<file path="src/rtl/cache_structs_def.sv">
// Shared cache/memory types: block layout, memory handshake bundles
// and the miss engine state encoding.
package cache_structs_def;

   localparam int ADDR_WIDTH   = 16;
   localparam int DATA_WIDTH   = 32;
   localparam int BLOCK_SIZE   = 4;
   localparam int OFFSET_WIDTH = $clog2(BLOCK_SIZE);

   typedef logic [BLOCK_SIZE-1:0][DATA_WIDTH-1:0] block_t;

   typedef struct packed {
      logic                  cs;
      logic                  rw;
      logic [ADDR_WIDTH-1:0] addr;
      block_t                data;
   } memory_request_t;

   typedef struct packed {
      logic   ack;
      block_t data;
   } memory_response_t;

   typedef enum logic [2:0] {
      IDLE,
      WB,
      GAP,
      FILL,
      DONE
   } miss_state_t;

   // Memory adds the word offset itself, so requests carry block bases.
   function automatic logic [ADDR_WIDTH-1:0] block_align(
      input logic [ADDR_WIDTH-1:0] a
   );
      return a & ~ADDR_WIDTH'(BLOCK_SIZE - 1);
   endfunction

endpackage

</file>
<file path="src/rtl/cache_miss_engine_ack_watchdog.sv">
// Clear/enable wait counter that flags the last cycle a memory
// operation may still be acknowledged before it is abandoned.
module ack_watchdog #(
   parameter int unsigned TIMEOUT_CYCLES = 1024
) (
   input  logic clk_i,
   input  logic rst_ni,
   input  logic clr_i,
   input  logic en_i,
   output logic expired_o
);

   localparam int unsigned CW =
      (TIMEOUT_CYCLES > 0) ? $clog2(TIMEOUT_CYCLES + 1) : 1;
   localparam logic [CW-1:0] LIMIT = CW'(TIMEOUT_CYCLES);
   localparam logic [CW-1:0] LAST  =
      CW'((TIMEOUT_CYCLES > 0) ? TIMEOUT_CYCLES - 1 : 0);

   logic [CW-1:0] cnt_q, cnt_d;

   // Count waiting cycles, saturating at the limit instead of wrapping.
   always_comb begin
      cnt_d = cnt_q;
      if (clr_i) begin
         cnt_d = '0;
      end else if (en_i && (cnt_q != LIMIT)) begin
         cnt_d = cnt_q + CW'(1);
      end
   end

   // Counter register.
   always_ff @(posedge clk_i or negedge rst_ni) begin
      if (!rst_ni) begin
         cnt_q <= '0;
      end else begin
         cnt_q <= cnt_d;
      end
   end

   // Fires in the last allowed waiting cycle; zero limit disables it.
   assign expired_o = (TIMEOUT_CYCLES != 0) && en_i && (cnt_q >= LAST);

endmodule

</file>
<file path="src/rtl/cache_miss_engine.sv">
// Cache miss initiator: optional dirty write-back, then block refill,
// over the shared memory request/response handshake.
module cache_miss_engine
   import cache_structs_def::*;
#(
   parameter int unsigned TIMEOUT_CYCLES = 1024
) (
   input  logic                  clk,
   input  logic                  rst,
   input  logic                  miss_valid,
   output logic                  miss_ready,
   input  logic [ADDR_WIDTH-1:0] miss_addr,
   input  logic                  miss_dirty,
   input  logic [ADDR_WIDTH-1:0] victim_addr,
   input  block_t                victim_data,
   output memory_request_t       mem_req,
   input  memory_response_t      mem_res,
   output logic                  fill_valid,
   output logic [ADDR_WIDTH-1:0] fill_addr,
   output block_t                fill_data,
   output logic                  err
);

   miss_state_t           state_q, state_d;
   memory_request_t       req_q, req_d;
   logic                  ready_q, ready_d;
   logic                  fvalid_q, fvalid_d;
   logic                  err_q, err_d;
   logic [ADDR_WIDTH-1:0] faddr_q, faddr_d;
   block_t                fdata_q, fdata_d;
   logic [ADDR_WIDTH-1:0] maddr_q, maddr_d;
   logic                  wd_clr, wd_en, wd_expired;

   ack_watchdog #(
      .TIMEOUT_CYCLES(TIMEOUT_CYCLES)
   ) u_wd (
      .clk_i    (clk),
      .rst_ni   (rst),
      .clr_i    (wd_clr),
      .en_i     (wd_en),
      .expired_o(wd_expired)
   );

   // Next state and next registered outputs; the request is built one
   // cycle ahead so cs/addr/rw/data come straight from flops.
   always_comb begin
      state_d  = state_q;
      req_d    = req_q;
      ready_d  = ready_q;
      fvalid_d = 1'b0;
      err_d    = 1'b0;
      faddr_d  = faddr_q;
      fdata_d  = fdata_q;
      maddr_d  = maddr_q;
      wd_clr   = 1'b0;
      wd_en    = 1'b0;
      unique case (state_q)
         IDLE: begin
            if (miss_valid && ready_q) begin
               maddr_d  = block_align(miss_addr);
               ready_d  = 1'b0;
               wd_clr   = 1'b1;
               req_d.cs = 1'b1;
               req_d.rw = miss_dirty;
               if (miss_dirty) begin
                  state_d    = WB;
                  req_d.addr = block_align(victim_addr);
                  req_d.data = victim_data;
               end else begin
                  state_d    = FILL;
                  req_d.addr = block_align(miss_addr);
                  req_d.data = '0;
               end
            end
         end
         WB: begin
            wd_en = 1'b1;
            if (mem_res.ack) begin
               state_d = GAP;
               req_d   = '0;
            end else if (wd_expired) begin
               state_d = DONE;
               req_d   = '0;
               err_d   = 1'b1;
            end
         end
         GAP: begin
            wd_clr     = 1'b1;
            state_d    = FILL;
            req_d.cs   = 1'b1;
            req_d.rw   = 1'b0;
            req_d.addr = maddr_q;
            req_d.data = '0;
         end
         FILL: begin
            wd_en = 1'b1;
            if (mem_res.ack) begin
               state_d  = DONE;
               req_d    = '0;
               fvalid_d = 1'b1;
               fdata_d  = mem_res.data;
               faddr_d  = maddr_q;
            end else if (wd_expired) begin
               state_d = DONE;
               req_d   = '0;
               err_d   = 1'b1;
            end
         end
         DONE: begin
            state_d = IDLE;
            ready_d = 1'b1;
         end
         default: begin
            state_d = IDLE;
            req_d   = '0;
            ready_d = 1'b1;
         end
      endcase
   end

   // State and output registers; reset abandons any operation at once.
   always_ff @(posedge clk or negedge rst) begin
      if (!rst) begin
         state_q  <= IDLE;
         req_q    <= '0;
         ready_q  <= 1'b1;
         fvalid_q <= 1'b0;
         err_q    <= 1'b0;
         faddr_q  <= '0;
         fdata_q  <= '0;
         maddr_q  <= '0;
      end else begin
         state_q  <= state_d;
         req_q    <= req_d;
         ready_q  <= ready_d;
         fvalid_q <= fvalid_d;
         err_q    <= err_d;
         faddr_q  <= faddr_d;
         fdata_q  <= fdata_d;
         maddr_q  <= maddr_d;
      end
   end

   assign miss_ready = ready_q;
   assign mem_req    = req_q;
   assign fill_valid = fvalid_q;
   assign fill_addr  = faddr_q;
   assign fill_data  = fdata_q;
   assign err        = err_q;

endmodule
</file>
<file path="config.mk">
export PLATFORM = sky130hd
export DESIGN_NAME = cache_miss_engine
export DESIGN_NICKNAME = d
export VERILOG_FILES = /design/src/rtl/cache_structs_def.sv /design/src/rtl/cache_miss_engine_ack_watchdog.sv /design/src/rtl/cache_miss_engine.sv
export SDC_FILE = /design/constraint.sdc
export NUM_CORES = 1
export LEC_CHECK = 0
export CELL_PAD_IN_SITES_DETAIL_PLACEMENT = 1
export CELL_PAD_IN_SITES_GLOBAL_PLACEMENT = 1
export CORE_AREA = 2 2 225 227
export CTS_CLUSTER_DIAMETER = 100
export CTS_CLUSTER_SIZE = 12
export DETAILED_ROUTE_END_ITERATION = 16
export DIE_AREA = 0 0 227 229
export GPL_TIMING_DRIVEN = 0
export PLACE_DENSITY_LB_ADDON = 0.1
export SETUP_SLACK_MARGIN = 0.5
export SYNTH_ARGS = -nofsm -noshare
export SYNTH_HDL_FRONTEND = slang
export SYNTH_SLANG_ARGS = --single-unit
</file>
<file path="constraint.sdc">
create_clock -name clk -period 1.7 [get_ports clk]
set_input_delay 0.255 -clock clk [delete_from_list [all_inputs] [get_ports clk]]
set_output_delay 0.255 -clock clk [all_outputs]
set_load 0.005 [all_outputs]
</file>
# ---- Word level (Yosys, flattened, before mapping)
# Cells that the tools add are included.
dict set report op_classes {
  order_cmp 1
  bitwise_logic 2
  eq_ne 7
  addsub 1
  muxes 23
  reduce_logical 11
}
# op count
set op_table {}
lappend op_table {{$pmux 146 s4} 1}
lappend op_table {{$mux 146} 3}
lappend op_table {{$mux 144} 1}
lappend op_table {{$mux 11} 2}
lappend op_table {{$mux 3} 4}
lappend op_table {{$pmux 3 s4} 1}
lappend op_table {{$add 11x1->11 const B} 1}
lappend op_table {{$ge 11x10->1 const B} 1}
lappend op_table {{$ne 11x11->1 const B} 1}
lappend op_table {{$mux 1} 8}
lappend op_table {{$eq 3x2->1 const B} 2}
lappend op_table {{$reduce_and 2->1} 3}
lappend op_table {{$pmux 1 s2} 2}
lappend op_table {{$eq 3x1->1 const B} 1}
lappend op_table {{$eq 3x3->1 const B} 1}
lappend op_table {{$logic_and 1x1->1} 3}
lappend op_table {{$logic_not 3->1} 1}
lappend op_table {{$ne 3x1->1 const B} 1}
lappend op_table {{$reduce_and 3->1} 1}
lappend op_table {{$reduce_or 3->1} 1}
lappend op_table {{$mux 2} 1}
lappend op_table {{$ne 2x2->1 const B} 1}
lappend op_table {{$not 1->1} 2}
lappend op_table {{$reduce_bool 2->1} 1}
lappend op_table {{$reduce_or 2->1} 1}
dict set report word_totals {
  output_inout_bits 293
  regBits 319
  in_bits 293
  elab_cells 63
}

# ---- Longest topological paths before layout
dict set report depth {
  ltp_word 7
  ltp_mapped 8
  ltp_nobuf 6
}

# ---- Modules after synthesis
# Synthesis repeated with hierarchy kept, for this count alone.
dict set report hier_totals {
  cells_unflattened 805
  hier_area_um2 12144.1
}
# module area_each_um2 cells_per_inst seq_area_each_um2 n_inst
set modules_own_cells {}
lappend modules_own_cells {cache_miss_engine 11497.3 737 7658.6 1}
lappend modules_own_cells {ack_watchdog 646.9 68 275.3 1}

# ---- Worst setup path after synthesis
# No wires, ideal clock.
dict set report synth_timing {
  path_kind {flip-flop to flip-flop}
  start {reg u_wd.cnt_q[0]}
  end {reg req_q (netlist bit mem_req[0])}
  slack_ns -0.166
  arrival_ns 1.800
  path_buffers 1
  path_stages_with_launch 7
  required_time_ns 1.634
  setup_ns 0.066
  synth_period_minus_slack_ns 1.866
  cell_sequence {dfrtp_1 ha_1 a21oi_1 nor4_4 o31ai_4 clkbuf_1 a22o_1}
}
dict set report synth_via {
  elab_chain_len 4
}
# element line
set synth_lines {}
lappend synth_lines {{start: declaration} cache_miss_engine_ack_watchdog.sv:19} ;# logic [CW-1:0] cnt_q, cnt_d;
lappend synth_lines {{start signal: assignment} cache_miss_engine_ack_watchdog.sv:36} ;# cnt_q <= cnt_d;
lappend synth_lines {{$ge 11x10->1} cache_miss_engine_ack_watchdog.sv:41} ;# assign expired_o = (TIMEOUT_CYCLES != 0) && en_i && (cnt_q >= LAST);
lappend synth_lines {{$logic_and 1x1->1} cache_miss_engine_ack_watchdog.sv:41}
lappend synth_lines {{$ne 3x1->1 (no line)} -}
lappend synth_lines {{$reduce_and 3->1 (no line)} -}
lappend synth_lines {{end signal: assignment} cache_miss_engine.sv:134} ;# req_q <= req_d;
lappend synth_lines {{end: declaration} cache_miss_engine.sv:25} ;# memory_request_t req_q, req_d;
# No other way between the ends.
# A chain may end at the register's enable or synchronous reset.

# ---- Worst setup path after layout
dict set report layout_timing {
  start {reg ready_q, in the netlist miss_ready}
  end {reg req_q (netlist bit mem_req[0])}
}
dict set report layout_via {
  elab_chain_len 3
}
# element line
set layout_lines {}
lappend layout_lines {{start: declaration} cache_miss_engine.sv:26} ;# logic ready_q, ready_d;
lappend layout_lines {{start signal: assignment} cache_miss_engine.sv:135} ;# ready_q <= ready_d;
lappend layout_lines {{$logic_and 1x1->1} cache_miss_engine.sv:59} ;# if (miss_valid && ready_q) begin
lappend layout_lines {{$ne 2x2->1 (no line)} -}
lappend layout_lines {{$reduce_and 3->1 (no line)} -}
# No other way between the ends.

==> summary.md <==
| Metric | Value |
|---|---|
| Top achievable clock speed | 531 MHz |
| Top cells by count, synth | nand2_1, dfrtp_1, a22o_1 |
| Skew final | 14.3 ps |
| I/O Pins | 586 |
| DRT antenna net count | 0 |
| Worst slew pin tran | 608 ps |
| Worst path depth | 7 |
| Initial antenna violation count | 7 |
| CP Max Fanout | 10 |
| Crit-path cells | nand2_2 > or4_4 > buf_8 > nor2_4 > buf_12 > buf_6 > a22o_1 |
| Per-cell routed wire length | 21.6 microns |
| Syn avg cell area | 11.4 sq um |
| Clock sinks | 317 |
| Synth area leaders | dfrtp_1, nand2_1, a22o_1, mux2_2, buf_6 |
| Max Cap Violations | 0 |
| Ys Warns | 0 |
| Layout Utilization | 0.444 |
| Max_slew headroom | 0.594 |
| DRC violations left | 0 |
| Total Wirelength | 55.6 mm |
| Capture point of the worst reg-to-reg path | mem_req[0]$_DFFE_PN0P_ |
| Critical Path Source | miss_ready$_DFFE_PN1P_ |
| FF+latch count, synth | 317 |
| Non-filler instance count after layout | 2,575 |
| GRT overflow | 0 |
| Tmin final | 1880 ps |
| Most used flip-flop cell after synthesis | dfrtp_1 |
| Nets | 2,179 |
| Initial Util | 0.246 |
| Power per cell area | 674 nW/um^2 |
| Worst reg-to-reg path cell count | 7 |
| DIE AREA | 52,000 sq um |
| FF+latch area | 7950 sq um |
| Vias in the first global route | 11,200 |
| Vias per cell | 4.36 |
| Critical R2R Launch | miss_ready$_DFFE_PN1P_ |
| Core Region | 49,700 sq um |
| Failing checks | hold timing, setup timing |
| Total global-route track usage | 0.192 |
| Worst R2R Setup Slack | -180 ps |
| Max-slew violation count | 0 |
| Cts bufs inserted | 30 |
| Worst-path clk slew | 70 ps |
| Max IR drop VDD | 0.615 mV |
| Latest clock arrival within the worst-skew pair | 580 ps |
| Final setup viols | 291 |
| Hold crit path type | primary input to async pin |
| FFs w/ async S/R, synth | 1.00 |
| WS Path Type | flip-flop to flip-flop |
| CP peak stage delay | 540 ps |
| Layout area overhead | 80.9% |
| Placed cell area | 19,200 sq um |
| Placer Congestion | 0.811 |
| Sequential share of the synthesized area | 0.651 |
| Status | finished with violations |
| P_leak | 11.7 nW |
| CP startpoint kind | flip-flop |
| Via count | 11,200 |
| Worst EP arrival | 2390 ps |
| Final period utilization | 1.11 |
| Yosys cell types | 44 |
| FILL cells | 5,481 |
| DIE HEIGHT | 229 microns |
| Placed cells | 2,319 |
| Pre-CTS WS | -874 ps |
| PortBufs | 576 |
| Post-Syn Instances | 1,065 |
| WP buf/inv | 3 |
| Multi-input gate area | 4610 sq um |
| Max Root-Sink Buffers | 3 |
| Post-DP HPWL | 38.5 mm |
| DRT iter0 DRCs | 425 |
| Core Rows | 82 |
| Number of synthesized flops with an enable pin | 0 |
| Design area | 22,000 sq um |
| Post-synth top area cell | dfrtp_1 |
| Width of the die | 227 microns |
| Critical Path Slowest Stage Cell | dfstp_2 |
| Crit. End Element | flip-flop |
| First-pass DRT Iterations | 6 |
| RSZ-0062 raised after global routing | yes |
| Htree depth | 1 |
| Largest net degree at the start of global routing | 104 |
| Fin Hold WS | -444 ps |
| Worst path top cell family by delay | simple AND/OR/NAND/NOR gates |
| Area share of the largest cell type after synthesis | 0.649 |
| Critical Path End | mem_req[0]$_DFFE_PN0P_ |
| Share of layout cells above drive strength 1 | 0.437 |
| Root buffer cell | clkbuf_16 |
| Count leader, synth | nand2_1 |
| First-pass GRT wire length | 74.8 mm |
| CTS tree | built |
| CP Data Required Time | 2210 ps |
| Worst setup margin | -183 ps |
| Hold Vio Cnt, Final | 110 |
| Area of the mapped netlist | 12,200 sq um |
==> logic make-up (layout without fill, tap and decap cells) <==
group | Yosys count | after routing | share of synthesized area
buffers and inverters | 79 | 907 | 0.0402
multiplexers | 42 | 42 | 0.0374
flip-flops | 317 | 317 | 0.651
XOR/XNOR | 8 | 8 | 0.00575
other | 1 | 11 | 0.000308
adder cells (fa/ha/maj) | 2 | 2 | 0.00205
AO/OA/AOI/OAI | 174 | 174 | 0.119
AND/OR/NAND/NOR | 442 | 442 | 0.144
==> worst min path at each step <==
stage	start	end
after floorplan	rst	err$_DFF_PN0_
final	rst	fill_data[17]$_DFFE_PN0P_
after global routing	rst	fill_data[17]$_DFFE_PN0P_
after CTS	rst	fill_data[17]$_DFFE_PN0P_
after global placement	fill_data[22]$_DFFE_PN0P_	fill_data[22]$_DFFE_PN0P_
after detailed placement	rst	fill_data[14]$_DFFE_PN0P_
==> routing by layer <==
metal	GRT usage	routed length, microns
met2	0.349	29200
met4	0.0498	1110
met3	0.0457	3060
met5	0	13
met1	0.224	22200
==> stage by stage <==
stage	power (mW)	setup TNS (ps)
4_1_cts	15.1	-44970
3_3_place_gp	8.60	-4869310
2_1_floorplan	7.74	-2330
5_1_grt	15.4	-45180
6_report	14.9	-26820
3_5_place_dp	8.61	-151690
==> area by class of cell <==
cell class,count,share of cell area
multi-input combinational,672,0.209
timing repair buffer,784,0.309
buffer,74,0.0435
sequential,317,0.360
clock buffer,43,0.0377
tap,672,0.0381
inverter,5,0.00153
clock inverter,1,0.000340
antenna,7,0.000794
==> worst register-to-register path: stages (launching register included) <==
cell     delay, ps
dfstp_2        540
nand2_2         60
or4_4          420
buf_8          140
nor2_4         130
buf_12         190
buf_6          170
a22o_1         160
==> cell usage in the layout (no fill, tap or decap), types with 2 or more instances in the layout <==
master and count:
or4_4 3, a22o_1 142, nor3_1 3, inv_1 2
xnor2_1 5, nand2_1 242, mux2_2 14, nor2_1 10
dfrtp_2 9, buf_16 5, buf_8 28, nand4_1 2
conb_1 4, a21o_1 3, dlygate4sd3_1 2, clkbuf_1 15
mux2_4 14, a21oi_1 2, nand2_2 116, buf_2 7
diode_2 7, nand2_4 48, mux2i_1 14, ha_4 2
buf_4 162, dfrtp_1 307, o21ai_0 16, clkbuf_16 55
clkdlybuf4s50_1 286, clkbuf_8 3, clkbuf_2 245, buf_6 74
xor2_1 3, buf_12 18
==> what timing repair did <==
item | in CTS | in global routing
gates cloned | 2 | 25
pin swaps | 17 | 58
setup buffers | 27 | 149
endpoints found under the setup margin | 606 | 606
resized for setup | 107 | 955
hold endpoints to repair | 114 | 45
==> where the power goes <==
part	switching [mW]	internal, mW	total, mW
sequential	0	7.54	7.54
combinational	0.341	0.629	0.970
clock	3.02	3.33	6.35
==> flip-flops by register name (all words and copies together), names as in the netlist <==
register	count
miss_ready	1
fill_data	128
maddr_q	14
err	1
fill_addr	14
mem_req	144
u_wd.cnt_q	11
fill_valid	1
state_q	3
Note: power is estimated with default switching activity, not from simulation.
